==> src/rtl/aes_ctrl_pkg.sv <==
// Shared types for the AES-128 round controller: FSM state encoding and the
// Moore strobe bundle decoded from state.
package aes_ctrl_pkg;

  localparam int AES128_NR  = 10;
  localparam int AES_RCON_W = 4;

  typedef enum logic [1:0] {
    IDLE  = 2'd0,
    ROUND = 2'd1,
    FINAL = 2'd2,
    HOLD  = 2'd3
  } state_e;

  typedef struct packed {
    logic round_en;
    logic final_rnd;
    logic key_step;
    logic out_reg_en;
    logic out_valid;
    logic busy;
  } strb_t;

  function automatic strb_t strb_decode(input state_e s);
    strb_t d;
    d            = '0;
    d.round_en   = (s == ROUND) || (s == FINAL);
    d.key_step   = (s == ROUND) || (s == FINAL);
    d.final_rnd  = (s == FINAL);
    d.out_reg_en = (s == FINAL);
    d.out_valid  = (s == HOLD);
    d.busy       = (s != IDLE);
    return d;
  endfunction

endpackage

==> src/rtl/aes_ctrl_cnt.sv <==
// Round counter: synchronous clear, load-to-1 on block accept, increment per
// round, and terminal-count flag when the last full round is in progress.
module aes_ctrl_cnt
  import aes_ctrl_pkg::*;
#(
  parameter int NR = AES128_NR,
  parameter int CW = AES_RCON_W
) (
  input  logic          clk,
  input  logic          rst_n,
  input  logic          clr,
  input  logic          load,
  input  logic          inc,
  output logic [CW-1:0] cnt,
  output logic [CW-1:0] cnt_nxt,
  output logic          tc
);

  always_comb begin
    cnt_nxt = cnt;
    if (clr)       cnt_nxt = '0;
    else if (load) cnt_nxt = CW'(1);
    else if (inc)  cnt_nxt = cnt + CW'(1);
  end

  always_ff @(posedge clk or negedge rst_n) begin
    if (!rst_n) cnt <= '0;
    else        cnt <= cnt_nxt;
  end

  assign tc = (cnt == CW'(NR - 1));

endmodule

==> src/rtl/aes_round_ctrl.sv <==
// Iterative AES round sequencer: accepts a block, walks NR rounds, then holds
// the result until the consumer takes it, overlapping the next accept.
module aes_round_ctrl
  import aes_ctrl_pkg::*;
#(
  parameter int NR  = AES128_NR,
  parameter int CW  = AES_RCON_W,
  parameter int BCW = 16
) (
  input  logic           clk,
  input  logic           rst,
  input  logic           clr,
  input  logic           in_valid,
  output logic           in_ready,
  output logic           out_valid,
  input  logic           out_ready,
  output logic           dp_load,
  output logic           dp_round_en,
  output logic           dp_final,
  output logic           key_load,
  output logic           key_step,
  output logic [CW-1:0]  rcon_idx,
  output logic           out_reg_en,
  output logic           busy,
  output logic [BCW-1:0] blk_cnt
);

  if (NR < 2 || NR > 15 || (2 ** CW) <= NR) begin : g_bad_param
    $error("aes_round_ctrl: NR must be 2..15 and fit in CW bits");
  end

  state_e        state, nxt;
  strb_t         strb;
  logic          accept;
  logic [CW-1:0] cnt, cnt_nxt;
  logic          tc;

  // in_ready is held low while reset is asserted so nothing is accepted then.
  assign in_ready = rst & ~clr & ((state == IDLE) | ((state == HOLD) & out_ready));
  assign accept   = in_valid & in_ready;
  assign dp_load  = accept;
  assign key_load = accept;

  always_comb begin
    nxt = state;
    unique case (state)
      IDLE:    if (accept) nxt = ROUND;
      ROUND:   if (tc)     nxt = FINAL;
      FINAL:               nxt = HOLD;
      HOLD:    if (out_ready) nxt = accept ? ROUND : IDLE;
      default:             nxt = IDLE;
    endcase
    if (clr) nxt = IDLE;
  end

  aes_ctrl_cnt #(.NR(NR), .CW(CW)) u_cnt (
    .clk     (clk),
    .rst_n   (rst),
    .clr     (clr),
    .load    (accept),
    .inc     (state == ROUND),
    .cnt     (cnt),
    .cnt_nxt (cnt_nxt),
    .tc      (tc)
  );

  // Strobes are registered from the next state so they stay pure Moore outputs.
  always_ff @(posedge clk or negedge rst) begin
    if (!rst) begin
      state    <= IDLE;
      strb     <= '0;
      rcon_idx <= '0;
      blk_cnt  <= '0;
    end else begin
      state <= nxt;
      strb  <= strb_decode(nxt);
      if (nxt == FINAL)      rcon_idx <= CW'(NR - 1);
      else if (nxt == ROUND) rcon_idx <= cnt_nxt - CW'(1);
      else                   rcon_idx <= '0;
      if (state == FINAL && !clr) blk_cnt <= blk_cnt + BCW'(1);
    end
  end

  assign dp_round_en = strb.round_en;
  assign dp_final    = strb.final_rnd;
  assign key_step    = strb.key_step;
  assign out_reg_en  = strb.out_reg_en;
  assign out_valid   = strb.out_valid;
  assign busy        = strb.busy;

  a_load_vs_round: assert property (@(posedge clk) disable iff (!rst)
    !(dp_load && dp_round_en));
  a_no_step_idle: assert property (@(posedge clk) disable iff (!rst)
    ((state == IDLE) || (state == HOLD)) |-> !key_step);

endmodule

==> config.mk <==
export PLATFORM = sky130hd
export DESIGN_NAME = aes_round_ctrl
export DESIGN_NICKNAME = d
export VERILOG_FILES = /design/src/rtl/aes_ctrl_pkg.sv /design/src/rtl/aes_ctrl_cnt.sv /design/src/rtl/aes_round_ctrl.sv
export SDC_FILE = /design/constraint.sdc
export NUM_CORES = 1
export LEC_CHECK = 0
export CAP_MARGIN = 20
export CORE_ASPECT_RATIO = 0.9
export CORE_MARGIN = 5
export CORE_UTILIZATION = 49
export CTS_CLUSTER_DIAMETER = 60
export CTS_CLUSTER_SIZE = 14
export DETAILED_ROUTE_END_ITERATION = 10
export GPL_ROUTABILITY_DRIVEN = 0
export PLACE_DENSITY = 0.79
export RECOVER_POWER = 25
export SYNTH_ARGS = -nofsm -noshare
export SYNTH_HDL_FRONTEND = slang
export SYNTH_SLANG_ARGS = --single-unit
==> constraint.sdc <==
create_clock -name clk -period 2.5 [get_ports clk]
set_input_delay 0.375 -clock clk [delete_from_list [all_inputs] [get_ports clk]]
set_output_delay 0.375 -clock clk [all_outputs]
set_load 0.05 [all_outputs]
==> impl_metrics.prom <==
# TYPE chip_impl_metric gauge
chip_impl_info{name="run_status",value="complete, but fails checks"} 1
chip_impl_info{name="violations",value="capacitance limit, slew limit"} 1
chip_impl_metric{name="grt_pass1_wl",unit="um"} 4590
chip_impl_metric{name="drt_via_density",unit=""} 4.91
chip_impl_metric{name="cts-root-to-sink-buffers",unit=""} 2
chip_impl_metric{name="final-setup-viol-count",unit=""} 0
chip_impl_metric{name="synth.net_count",unit=""} 134
chip_impl_metric{name="first_global_vias",unit=""} 988
chip_impl_metric{name="drv_cap",unit=""} 1
chip_impl_metric{name="leakage_power",unit="nW"} 0.892
chip_impl_metric{name="drv_slew",unit=""} 31
chip_impl_metric{name="start_util",unit=""} 0.517
chip_impl_metric{name="avgRoutedWirePerCell",unit="um"} 13.2
chip_impl_metric{name="die_width",unit="um"} 67.2
chip_impl_metric{name="fill_cells",unit=""} 232
chip_impl_metric{name="post_cts_buffers",unit=""} 0
chip_impl_metric{name="syn-mean-instance-area",unit="sq um"} 11.9
chip_impl_metric{name="async_reset_ff_frac",unit=""} 1.00
chip_impl_metric{name="detail_route.drc_violations",unit=""} 0
chip_impl_info{name="cts-root-buf",value="sky130_fd_sc_hd__clkbuf_4"} 1
chip_impl_metric{name="worst_slew_pin_slew",unit="ns"} 1.58
chip_impl_metric{name="cts_resized",unit=""} 0
chip_impl_info{name="grt_setup_unrepaired",value="no"} 1
chip_impl_metric{name="layout_worst_path_cycle_share",unit=""} 0.915
chip_impl_metric{name="netlist-cell-type-count",unit=""} 35
chip_impl_metric{name="finClkSkew",unit="ns"} 0.00826
chip_impl_info{name="postSynth.topFlopCell",value="sky130_fd_sc_hd__dfrtp_1"} 1
chip_impl_metric{name="floorplan.die_area",unit="sq um"} 4130
chip_impl_info{name="endpoint_kind",value="primary output"} 1
chip_impl_metric{name="fin_hold_ws",unit="ns"} 0.478
chip_impl_metric{name="power.ir.vdd_worst",unit="uV"} 346
chip_impl_metric{name="vertical_die_dimension",unit="um"} 61.5
chip_impl_metric{name="synth-edff-count",unit=""} 0
chip_impl_info{name="cp_class",value="reg2out"} 1
chip_impl_metric{name="synth-seq-cells",unit=""} 30
chip_impl_metric{name="cts_num_sinks",unit=""} 30
chip_impl_metric{name="hpwlAfterDp",unit="um"} 2040
chip_impl_info{name="startpoint",value="state[0]"} 1
chip_impl_metric{name="mappedNetlistArea",unit="sq um"} 1440
chip_impl_metric{name="numCtsBuffers",unit=""} 5
chip_impl_metric{name="ys_seq_area_frac",unit=""} 0.520
chip_impl_metric{name="via_count",unit=""} 978
chip_impl_metric{name="footprint_of_the_multi_input_gates",unit="sq um"} 638
chip_impl_metric{name="groute.usage.overall",unit=""} 0.153
chip_impl_metric{name="core_box_area",unit="sq um"} 2790
chip_impl_metric{name="yosysWarningCount",unit=""} 0
chip_impl_info{name="cts_tree",value="yes"} 1
chip_impl_metric{name="io_pins",unit=""} 34
chip_impl_metric{name="antennaDiodeCount",unit=""} 0
chip_impl_metric{name="cellPowerDensity",unit="nW/um^2"} 483
chip_impl_metric{name="port-buffer-count",unit=""} 33
chip_impl_info{name="reg2reg_from",value="state[0]"} 1
chip_impl_metric{name="worstSkewPairLatency",unit="ns"} 0.32
chip_impl_metric{name="maxSlewHeadroom",unit=""} -0.0524
chip_impl_metric{name="detail_route.first_pass.iterations",unit=""} 4
chip_impl_info{name="worst_setup_path_start_kind",value="register"} 1
chip_impl_metric{name="post-route-min-period",unit="ns"} 2.29
chip_impl_metric{name="ant_nets",unit=""} 0
chip_impl_metric{name="cts_htree_levels",unit=""} 2
chip_impl_info{name="hold_path_class",value="reg2reg"} 1
chip_impl_metric{name="data_required_time_of_the_critical_path",unit="ns"} 2.12
chip_impl_info{name="min-delay-start",value="blk_cnt[15]"} 1
chip_impl_metric{name="hold_vio_cnt_final",unit=""} 0
chip_impl_metric{name="final_util",unit=""} 0.683
chip_impl_metric{name="num-nets-final",unit=""} 173
chip_impl_metric{name="drt_iter0_markers",unit=""} 39
chip_impl_metric{name="cts_hold_repair.buffers",unit=""} 0
chip_impl_metric{name="fraction_of_layout_instances_using_a_drive_strength_above_1",unit=""} 0.151
chip_impl_metric{name="antenna_found_initial",unit=""} 0
chip_impl_metric{name="row_count",unit=""} 18
chip_impl_metric{name="pin_count_of_the_biggest_net_entering_global_routing",unit=""} 31
chip_impl_metric{name="worstPathMaxFanout",unit=""} 5
chip_impl_metric{name="totalNegativeSetupSlack",unit="ns"} 0
chip_impl_metric{name="synthesis.instances",unit=""} 121
chip_impl_metric{name="worstPathArrival",unit="ns"} 1.91
chip_impl_metric{name="final-seq-area",unit="sq um"} 751
chip_impl_metric{name="flow.area_growth_from_synthesis",unit="%"} 32.2
chip_impl_metric{name="cts.clk_slew.worst_paths",unit="ns"} 0.09
chip_impl_metric{name="globalRouteOverflowTotal",unit=""} 0
chip_impl_metric{name="maxClockFrequency",unit="MHz"} 437
chip_impl_metric{name="routed_wirelength",unit="um"} 2620
==> layout by cell type (no fill, tap or decap), types with 2 or more instances in the layout <==
cell type,netlist,layout
sky130_fd_sc_hd__nand2b_1,2,2
sky130_fd_sc_hd__nor3_1,2,2
sky130_fd_sc_hd__nor2b_1,2,2
sky130_fd_sc_hd__nand2_1,8,8
sky130_fd_sc_hd__inv_1,5,5
sky130_fd_sc_hd__dfrtp_1,30,30
sky130_fd_sc_hd__clkbuf_4,0,5
sky130_fd_sc_hd__buf_12,0,3
sky130_fd_sc_hd__and3_1,4,4
sky130_fd_sc_hd__nor2_1,5,5
sky130_fd_sc_hd__a21o_1,2,2
sky130_fd_sc_hd__clkdlybuf4s50_1,0,29
sky130_fd_sc_hd__and4_1,3,3
sky130_fd_sc_hd__nand3_1,6,6
sky130_fd_sc_hd__xor2_1,4,4
sky130_fd_sc_hd__ha_1,8,8
sky130_fd_sc_hd__or3_1,2,2
sky130_fd_sc_hd__a211o_1,2,2
sky130_fd_sc_hd__buf_4,3,4
sky130_fd_sc_hd__xnor2_1,14,14
==> cell families (layout without fill, tap and decap cells) <==
group | count (synthesis) | count (layout) | share of synthesized area
AOI/OAI and AO/OA | 9 | 9 | 0.0685
muxes | 1 | 1 | 0.00781
adders and majority gates | 8 | 8 | 0.0694
xor gates and xnor gates | 18 | 18 | 0.109
DFF | 30 | 30 | 0.520
buffers and inverters | 12 | 50 | 0.0460
and+or+nand+nor | 43 | 43 | 0.179
==> critical path: stages, from the launching register on <==
cell and delay, ns:
sky130_fd_sc_hd__dfrtp_1 0.45, sky130_fd_sc_hd__nor2b_1 0.23, sky130_fd_sc_hd__buf_4 0.18, sky130_fd_sc_hd__nor4_2 0.53
sky130_fd_sc_hd__buf_12 0.21
==> per-layer routing <==
metal	vias up	part of all wire	global-route usage
met5	-	0	0
met4	0	0.015	0.0780
met3	5	0.037	0.0529
met2	14	0.48	0.234
met1	470	0.46	0.193
li1	489	-	-
==> report_power, final <==
group	switching (mW)	internal [mW]
Clock	0.149	0.126
Sequential	0.00840	0.496
Combinational	0.0878	0.0528
==> area by class of cell <==
type,instances,area share
flip-flops and latches,30,0.394
multi-input cells,79,0.335
repair buffers,38,0.207
clock buffers,6,0.0269
well taps,40,0.0262
inverters,6,0.0118
==> flip-flops by register name, indices dropped and copies added (netlist names) <==
register / flops
out_reg_en: 1
key_step: 1
u_cnt.cnt: 4
state: 2
busy: 1
blk_cnt: 16
rcon_idx: 4
out_valid: 1
==> per-stage QoR <==
step	cell area [sq um]	total power [mW]	setup WS (ns)	cells
after global routing	1910	0.964	0.0988	199
after floorplan	1460	0.604	0.0780	121
after global placement	1860	0.654	0.245	193
after detailed placement	1860	0.658	0.177	193
after CTS	1910	0.936	0.187	199
final	1910	0.921	0.214	199
==> cells in the mapped netlist (2+ instances only) <==
cell type | n | area (sq um)
sky130_fd_sc_hd__dfrtp_1 | 30 | 751
sky130_fd_sc_hd__xnor2_1 | 14 | 123
sky130_fd_sc_hd__ha_1 | 8 | 100
sky130_fd_sc_hd__nand2_1 | 8 | 30.0
sky130_fd_sc_hd__nand3_1 | 6 | 30.0
sky130_fd_sc_hd__inv_1 | 5 | 18.8
sky130_fd_sc_hd__nor2_1 | 5 | 18.8
sky130_fd_sc_hd__and3_1 | 4 | 25.0
sky130_fd_sc_hd__xor2_1 | 4 | 35.0
sky130_fd_sc_hd__and4_1 | 3 | 26.3
sky130_fd_sc_hd__buf_4 | 3 | 22.5
sky130_fd_sc_hd__a211o_1 | 2 | 17.5
sky130_fd_sc_hd__a21o_1 | 2 | 15.0
sky130_fd_sc_hd__buf_2 | 2 | 10.0
sky130_fd_sc_hd__nand2b_1 | 2 | 12.5
sky130_fd_sc_hd__nor2b_1 | 2 | 12.5
sky130_fd_sc_hd__nor3_1 | 2 | 10.0
sky130_fd_sc_hd__or3_1 | 2 | 12.5
==> worst paths after layout <==
kind,endpoint,slack (ns),cells past startpoint
min in group asynchronous,u_cnt.cnt[0],1.05,2
max,key_load,0.21,4
max in group asynchronous,blk_cnt[2],0.54,2
max reg2reg,rcon_idx[3],0.31,8
min,blk_cnt[15],0.48,1
min reg2reg,blk_cnt[15],0.48,1
Power figures use the tool's default switching activity.
